### config.mk
export PLATFORM = sky130hd
export DESIGN_NAME = seg_scan_ctrl_flat
export DESIGN_NICKNAME = d
export VERILOG_FILES = /design/src/rtl/seg_scan_if.sv /design/src/rtl/seg_scan_ctrl.sv /design/src/flat_wrapper.sv
export SDC_FILE = /design/constraint.sdc
export NUM_CORES = 1
export LEC_CHECK = 0
export CAP_MARGIN = 20
export CORE_ASPECT_RATIO = 0.7
export CORE_UTILIZATION = 60
export CTS_CLUSTER_SIZE = 28
export DETAILED_ROUTE_END_ITERATION = 10
export MAX_ROUTING_LAYER = met4
export PLACE_DENSITY = 0.83
export SETUP_SLACK_MARGIN = 0.1
export SYNTH_ARGS = -nofsm -noshare
export SYNTH_HDL_FRONTEND = slang
export SYNTH_SLANG_ARGS = --single-unit
### constraint.sdc
create_clock -name clk -period 6 [get_ports clk]
set_input_delay 0.9 -clock clk [delete_from_list [all_inputs] [get_ports clk]]
set_output_delay 0.9 -clock clk [all_outputs]
set_load 0.01 [all_outputs]
### src/rtl/seg_scan_if.sv
// Host-side bundle for the 7-segment scan controller: display data handshake
// and the digit-select / BCD drive toward the external decoders.
interface seg_scan_if #(
  parameter int unsigned DIGITS = 4
);
  logic                  en;
  logic                  lz_en;
  logic                  load;
  logic [4*DIGITS-1:0]   data_in;
  logic                  load_ack;
  logic [2:0]            sel_o;
  logic [3:0]            bcd_o;
  logic                  frame_done;

  modport master (
    output en, lz_en, load, data_in,
    input  load_ack, sel_o, bcd_o, frame_done
  );

  modport slave (
    input  en, lz_en, load, data_in,
    output load_ack, sel_o, bcd_o, frame_done
  );
endinterface

### src/rtl/seg_scan_ctrl.sv
// Time-multiplexed 7-segment scan controller with double-buffered display data,
// per-slot blanking gap and optional leading-zero suppression.
module seg_scan_ctrl #(
  parameter int unsigned DIGITS    = 4,
  parameter int unsigned DIV       = 50000,
  parameter int unsigned BLANK_CYC = 2
) (
  input  logic      clk,
  input  logic      rst,
  seg_scan_if.slave bus
);

  localparam int unsigned CntW  = (DIV > 1) ? $clog2(DIV) : 1;
  localparam int unsigned DataW = 4 * DIGITS;
  localparam logic [CntW-1:0] CntMax = CntW'(DIV - 1);
  localparam logic [2:0]      DigMax = 3'(DIGITS - 1);
  localparam logic [3:0]      Blank  = 4'hF;

  logic [CntW-1:0]  cnt_q, cnt_d;
  logic [2:0]       dig_q, dig_d;
  logic [DataW-1:0] active_q, active_d;
  logic [DataW-1:0] shadow_q, shadow_d;
  logic             pend_q, pend_d;
  logic [2:0]       sel_q, sel_d;
  logic [3:0]       bcd_q, bcd_d;
  logic             ack_q, ack_d;
  logic             frame_done_q, frame_done_d;

  logic              eof;
  logic              xfer_ok;
  logic [DIGITS-1:0] suppress;
  logic              zero_above;
  logic [3:0]        digit_val;

  // Scan counters: slot counter and digit index, parked at zero while disabled.
  always_comb begin
    cnt_d = cnt_q;
    dig_d = dig_q;
    eof   = bus.en && (cnt_q == CntMax) && (dig_q == DigMax);
    if (!bus.en) begin
      cnt_d = '0;
      dig_d = '0;
    end else if (cnt_q == CntMax) begin
      cnt_d = '0;
      dig_d = (dig_q == DigMax) ? 3'd0 : dig_q + 3'd1;
    end else begin
      cnt_d = cnt_q + CntW'(1);
    end
  end

  // Active buffer only changes at a frame boundary or while the display is
  // blanked, so a refresh never mixes old and new digits.
  always_comb begin
    active_d = active_q;
    shadow_d = shadow_q;
    pend_d   = pend_q;
    ack_d    = 1'b0;
    xfer_ok  = !bus.en || eof;
    if (xfer_ok) begin
      if (bus.load) begin
        active_d = bus.data_in;
        pend_d   = 1'b0;
        ack_d    = 1'b1;
      end else if (pend_q) begin
        active_d = shadow_q;
        pend_d   = 1'b0;
        ack_d    = 1'b1;
      end
    end else if (bus.load) begin
      shadow_d = bus.data_in;
      pend_d   = 1'b1;
    end
  end

  // Leading-zero mask: a digit is dropped when it and every higher digit is zero.
  always_comb begin
    suppress   = '0;
    zero_above = 1'b1;
    for (int i = int'(DIGITS) - 1; i > 0; i--) begin
      zero_above  = zero_above && (active_q[4*i +: 4] == 4'h0);
      suppress[i] = bus.lz_en && zero_above;
    end
    digit_val = Blank;
    for (int i = 0; i < int'(DIGITS); i++) begin
      if (dig_q == 3'(i)) begin
        digit_val = suppress[i] ? Blank : active_q[4*i +: 4];
      end
    end
  end

  always_comb begin
    sel_d        = bus.en ? dig_q : 3'd0;
    bcd_d        = (!bus.en || (32'(cnt_q) < BLANK_CYC)) ? Blank : digit_val;
    frame_done_d = eof;
  end

  always_ff @(posedge clk) begin
    if (rst) begin
      cnt_q        <= '0;
      dig_q        <= '0;
      active_q     <= '0;
      shadow_q     <= '0;
      pend_q       <= 1'b0;
      sel_q        <= 3'd0;
      bcd_q        <= Blank;
      ack_q        <= 1'b0;
      frame_done_q <= 1'b0;
    end else begin
      cnt_q        <= cnt_d;
      dig_q        <= dig_d;
      active_q     <= active_d;
      shadow_q     <= shadow_d;
      pend_q       <= pend_d;
      sel_q        <= sel_d;
      bcd_q        <= bcd_d;
      ack_q        <= ack_d;
      frame_done_q <= frame_done_d;
    end
  end

  assign bus.sel_o      = sel_q;
  assign bus.bcd_o      = bcd_q;
  assign bus.load_ack   = ack_q;
  assign bus.frame_done = frame_done_q;

endmodule

### src/flat_wrapper.sv
// flat-port wrapper written by rule: the top's interface ports become plain ports
module seg_scan_ctrl_flat 
#(
  parameter int unsigned DIGITS    = 4,
  parameter int unsigned DIV       = 50000,
  parameter int unsigned BLANK_CYC = 2
)
  (clk, rst, bus_en, bus_lz_en, bus_load, bus_data_in, bus_load_ack, bus_sel_o, bus_bcd_o, bus_frame_done);
  seg_scan_if #(.DIGITS(DIGITS)) bus_i ();
  input  logic clk;
  input  logic rst;
  input wire logic [$bits(bus_i.en)-1:0] bus_en;
  input wire logic [$bits(bus_i.lz_en)-1:0] bus_lz_en;
  input wire logic [$bits(bus_i.load)-1:0] bus_load;
  input wire logic [$bits(bus_i.data_in)-1:0] bus_data_in;
  output wire logic [$bits(bus_i.load_ack)-1:0] bus_load_ack;
  output wire logic [$bits(bus_i.sel_o)-1:0] bus_sel_o;
  output wire logic [$bits(bus_i.bcd_o)-1:0] bus_bcd_o;
  output wire logic [$bits(bus_i.frame_done)-1:0] bus_frame_done;
  assign bus_i.en = bus_en;
  assign bus_i.lz_en = bus_lz_en;
  assign bus_i.load = bus_load;
  assign bus_i.data_in = bus_data_in;
  assign bus_load_ack = bus_i.load_ack;
  assign bus_sel_o = bus_i.sel_o;
  assign bus_bcd_o = bus_i.bcd_o;
  assign bus_frame_done = bus_i.frame_done;
  seg_scan_ctrl #(.DIGITS(DIGITS), .DIV(DIV), .BLANK_CYC(BLANK_CYC)) u_core (.clk(clk), .rst(rst), .bus(bus_i));
endmodule
==> report_table.html <==
<table>
<tr><th>Metric</th><th>Value</th></tr>
<tr><th colspan="2">Run status</th></tr>
<tr><td>Outcome</td><td>finished, final reports clean</td></tr>
<tr><th colspan="2">Global routing</th></tr>
<tr><td>First-pass GRT wire length</td><td>about 9300 um</td></tr>
<tr><td>Total gr overflow</td><td>0</td></tr>
<tr><td>GR Util All Layers</td><td>0.248</td></tr>
<tr><td>Number of global-route vias before repair</td><td>1902</td></tr>
<tr><td>Largest net degree at the start of global routing</td><td>a little under 70</td></tr>
<tr><td>Initial antenna violation count</td><td>0</td></tr>
<tr><th colspan="2">STA</th></tr>
<tr><td>Portion of the clock cycle consumed by the worst path in the final layout</td><td>0.446</td></tr>
<tr><td>Slew at the pin closest to its max-slew limit</td><td>roughly 0.9 ns</td></tr>
<tr><td>Max_slew headroom</td><td>0.389</td></tr>
<tr><td>Final setup viols</td><td>0</td></tr>
<tr><td>Final max-slew violation count</td><td>0</td></tr>
<tr><td>Fin crit period</td><td>2.68 ns</td></tr>
<tr><td>Fmax achieved</td><td>between 300 and 400 MHz</td></tr>
<tr><td>Fin Setup TNS</td><td>0 ns</td></tr>
<tr><td>Number of failing hold endpoints at the final stage</td><td>0</td></tr>
<tr><td>Final clock skew</td><td>about 0.0080 ns</td></tr>
<tr><td>Setup repair after global routing missed its margin</td><td>no</td></tr>
<tr><th colspan="2">Worst setup path</th></tr>
<tr><td>Critical-path maximum fanout</td><td>18</td></tr>
<tr><td>Buffer and inverter count on the worst path</td><td>3</td></tr>
<tr><td>Cell at the slowest stage of the critical path</td><td>sky130_fd_sc_hd__a31oi_4</td></tr>
<tr><td>Cell family with the largest share of critical-path delay</td><td>buffers and inverters</td></tr>
<tr><td>Arrival time of the worst setup path</td><td>between 2 and 3 ns</td></tr>
<tr><td>Crit path cell chain</td><td>clkdlybuf4s50_1, buf_4, nor2_1, inv_1, a31oi_4, mux2_2</td></tr>
<tr><td>Kind of start point of the critical path</td><td>input pin</td></tr>
<tr><td>Crit end category</td><td>flip-flop</td></tr>
<tr><td>Critical path class</td><td>in -&gt; reg</td></tr>
<tr><td>Data required time of the critical path</td><td>6.22 ns</td></tr>
<tr><td>CP peak stage delay</td><td>0.62 ns</td></tr>
<tr><th colspan="2">Routing</th></tr>
<tr><td>Overall routed net length</td><td>5800 um</td></tr>
<tr><td>DRC Markers</td><td>0</td></tr>
<tr><td>Antenna viol nets, final</td><td>0</td></tr>
<tr><td>Iteration-0 DRC Markers</td><td>about 140</td></tr>
<tr><td>Post-DR vias/cell</td><td>about 5.4</td></tr>
<tr><td>Detailed-route wire length per cell</td><td>around 14 um</td></tr>
<tr><td>Total via count after detailed routing</td><td>2237</td></tr>
<tr><td>Drt first pass iters</td><td>4</td></tr>
<tr><th colspan="2">CTS</th></tr>
<tr><td>Number of clock sinks seen by CTS</td><td>61</td></tr>
<tr><td>Post-CTS setup buffer count</td><td>0</td></tr>
<tr><td>Max H-tree Level</td><td>3</td></tr>
<tr><td>Clock tree buffer depth</td><td>2</td></tr>
<tr><td>Number of gates resized after cts</td><td>0</td></tr>
<tr><td>TritonCTS clock tree</td><td>done</td></tr>
<tr><td>CTS buffer count</td><td>9</td></tr>
<tr><td>Reg clk slew, reported paths</td><td>roughly 0.060 ns</td></tr>
<tr><td>Clock latency on the worst-skew pair</td><td>between 0.3 and 0.4 ns</td></tr>
<tr><td>Number of hold buffers added after cts</td><td>0</td></tr>
<tr><td>Buffer type at the clock tree root</td><td>sky130_fd_sc_hd__clkbuf_8</td></tr>
<tr><th colspan="2">Synth</th></tr>
<tr><td>Seq cells post-synth</td><td>61</td></tr>
<tr><td>Async set-or-reset flop fraction in the synthesized netlist</td><td>0</td></tr>
<tr><td>Post-synth top area cell</td><td>sky130_fd_sc_hd__dfxtp_1</td></tr>
<tr><td>Dominant cells by area after synthesis</td><td>sky130_fd_sc_hd__dfxtp_1 41%, sky130_fd_sc_hd__mux2i_1 11%, sky130_fd_sc_hd__nand2b_1 7.3%</td></tr>
<tr><td>Sequential-to-total area share from yosys stat</td><td>0.407</td></tr>
<tr><td>Unique cell type count in the Yosys netlist</td><td>40</td></tr>
<tr><td>Count of synthesis-stage warnings from yosys</td><td>0</td></tr>
<tr><td>Mean post-synth cell area</td><td>~9.5 um^2</td></tr>
<tr><td>Fraction of synthesized cell area taken by the top area cell type</td><td>0.407</td></tr>
<tr><td>Top cells by count, synth</td><td>61 x sky130_fd_sc_hd__dfxtp_1, 43 x sky130_fd_sc_hd__nor2_1, 35 x sky130_fd_sc_hd__nand2b_1, 34 x sky130_fd_sc_hd__mux2i_1, 19 x sky130_fd_sc_hd__nor2b_1</td></tr>
<tr><td>Flip-flop cell with the highest count after synthesis</td><td>sky130_fd_sc_hd__dfxtp_1</td></tr>
<tr><td>Number of instances in the synthesized netlist</td><td>around 310</td></tr>
<tr><td>Net count after synthesis</td><td>340</td></tr>
<tr><td>Count of flip-flops with a built-in enable after synthesis</td><td>0</td></tr>
<tr><td>Netlist Area Pre-Place</td><td>between 2000 and 3000 um^2</td></tr>
<tr><td>Most instantiated library cell after synthesis</td><td>sky130_fd_sc_hd__dfxtp_1</td></tr>
<tr><th colspan="2">Finish</th></tr>
<tr><td>Fraction of layout instances using a drive strength above 1</td><td>0.117</td></tr>
<tr><td>Non-filler cells in the finished layout</td><td>411</td></tr>
<tr><td>Multi-input gate area in the final layout</td><td>1680 um^2</td></tr>
<tr><td>Sequential standard cell area</td><td>1220 um^2</td></tr>
<tr><td>Number of nets in the layout</td><td>around 370</td></tr>
<tr><td>Count of inserted antenna diode cells</td><td>0</td></tr>
<tr><td>Area growth from synthesis to layout</td><td>15.7%</td></tr>
<tr><td>Fill count</td><td>370</td></tr>
<tr><th colspan="2">Power</th></tr>
<tr><td>Leakage power of the design</td><td>between 0.001 and 0.0015 uW</td></tr>
<tr><td>Power density normalized to cell area</td><td>~230 nW/um^2</td></tr>
<tr><td>Maximum vdd drop</td><td>0.000154 V</td></tr>
<tr><th colspan="2">Floorplanning</th></tr>
<tr><td>Y dimension of the die</td><td>61.1 um</td></tr>
<tr><td>Row count</td><td>21</td></tr>
<tr><td>Die width</td><td>86.5 um</td></tr>
<tr><td>Total die area</td><td>5290 um^2</td></tr>
<tr><td>Total I/O pin count</td><td>30</td></tr>
<tr><td>Starting density of the core</td><td>0.627</td></tr>
<tr><td>Core Footprint</td><td>between 4000 and 5000 um^2</td></tr>
<tr><th colspan="2">Placement</th></tr>
<tr><td>Placed cells</td><td>between 300 and 400</td></tr>
<tr><td>Buffers added on ports</td><td>29</td></tr>
<tr><td>HPWL after detailed placement</td><td>just over 4000 um</td></tr>
<tr><td>Final GP Congestion</td><td>between 0.9 and 1</td></tr>
<tr><th colspan="2">Run</th></tr>
<tr><td>Max cap viols</td><td>0</td></tr>
<tr><th colspan="2">Hold path</th></tr>
<tr><td>Hold Crit Class</td><td>reg -&gt; reg</td></tr>
</table>
[power by group]
part | switching [uW] | total, uW | internal (uW) | leakage (uW)
combinational | 36.9 | 80.0 | 43.1 | 0.000769
clock | 141 | 308 | 166 | 0.0000881
sequential | 8.07 | 425 | 417 | 0.000496
total | 186 | 813 | 627 | 0.00135
[layer usage]
layer / wire length (um) / share of wire / vias to the layer above / global-route usage
li1: - / - / 1131 / -
met1: 2920 / 0.50 / 1019 / 0.346
met2: 2350 / 0.40 / 78 / 0.336
met3: 462 / 0.080 / 9 / 0.0764
met4: 71 / 0.012 / 0 / 0.0905
met5: 0 / 0 / - / -
[registers in the layout, summed over array words and instances, names as in the netlist]
name and cells:
u_core.active_q 16, u_core.cnt_q 16, u_core.shadow_q 16, u_core.bus.bcd_o 4, u_core.bus.sel_o 3, u_core.dig_q 3, u_core.bus.frame_done 1, u_core.bus.load_ack 1
u_core.pend_q 1
[worst min-delay path, cell delays in order, from the launching register on]
cell	delay, ns
sky130_fd_sc_hd__dfxtp_1	0.31
sky130_fd_sc_hd__nand2b_1	0.06
sky130_fd_sc_hd__mux2i_1	0.05
[cell families after synthesis]
logic type	count (synthesis)	share of synthesized area
multiplexers	50	0.186
AND/OR/NAND/NOR	141	0.261
AO/OA/AOI/OAI	24	0.0597
XOR/XNOR	11	0.0321
adder cells (fa/ha/maj)	5	0.0209
flip-flops	61	0.407
buffers and inverters	22	0.0330
[layout make-up]
| type | instances | area share |
|---|---|---|
| clock inverters | 2 | 0.00288 |
| inverters | 5 | 0.00541 |
| multi-input cells | 231 | 0.484 |
| flip-flops and latches | 61 | 0.352 |
| repair buffers | 31 | 0.0865 |
| clock buffers | 12 | 0.0447 |
| well taps | 69 | 0.0249 |
[placed cells by master, fill, tap and decap left out, types with 3 or more instances in the layout]
cell type | netlist | routed
sky130_fd_sc_hd__and3_1 | 3 | 3
sky130_fd_sc_hd__nand2b_1 | 35 | 35
sky130_fd_sc_hd__o221ai_1 | 4 | 4
sky130_fd_sc_hd__nor4_1 | 3 | 3
sky130_fd_sc_hd__or4_1 | 3 | 3
sky130_fd_sc_hd__ha_1 | 5 | 5
sky130_fd_sc_hd__nor2b_1 | 19 | 19
sky130_fd_sc_hd__xor2_1 | 9 | 9
sky130_fd_sc_hd__nor2_1 | 43 | 43
sky130_fd_sc_hd__clkdlybuf4s50_1 | 0 | 28
sky130_fd_sc_hd__nand2_1 | 7 | 7
sky130_fd_sc_hd__mux2_4 | 10 | 10
sky130_fd_sc_hd__mux2_2 | 6 | 6
sky130_fd_sc_hd__nand4_1 | 7 | 7
sky130_fd_sc_hd__o211ai_1 | 4 | 4
sky130_fd_sc_hd__o21ai_0 | 6 | 6
sky130_fd_sc_hd__nor3_1 | 4 | 4
sky130_fd_sc_hd__dfxtp_1 | 61 | 61
sky130_fd_sc_hd__inv_1 | 5 | 5
sky130_fd_sc_hd__clkbuf_8 | 0 | 11
sky130_fd_sc_hd__and2_1 | 3 | 3
sky130_fd_sc_hd__nand3_1 | 4 | 4
sky130_fd_sc_hd__a21oi_1 | 3 | 3
sky130_fd_sc_hd__mux2i_1 | 34 | 34
[worst paths after layout]
path                                                      start                              end  slack [ns]  cells after the start
worst max-delay path                                   bus_load  u_core.active_q[0]$_SDFFE_PP0P_        3.32                      6
worst min-delay path            u_core.shadow_q[2]$_SDFFE_PP0P_  u_core.shadow_q[2]$_SDFFE_PP0P_        0.47                      2
worst max register to register       u_core.cnt_q[4]$_SDFF_PP0_  u_core.active_q[7]$_SDFFE_PP0P_        3.55                      4
worst min register to register  u_core.shadow_q[2]$_SDFFE_PP0P_  u_core.shadow_q[2]$_SDFFE_PP0P_        0.47                      2
[metrics by stage]
step                      hold WS (ns)  total power (uW)  cell area (um^2)  setup WS [ns]  utilization
after floorplan                  0.413               486              3000           3.61            -
after global placement           0.425               511              3300           3.06        0.691
after detailed placement         0.443               513              3300           2.99        0.691
after CTS                        0.469               818              3470           3.33        0.726
after global routing             0.495               845              3470           3.22        0.726
final                            0.472               813              3470           3.32        0.726
Note: power is estimated with default switching activity, not from simulation.
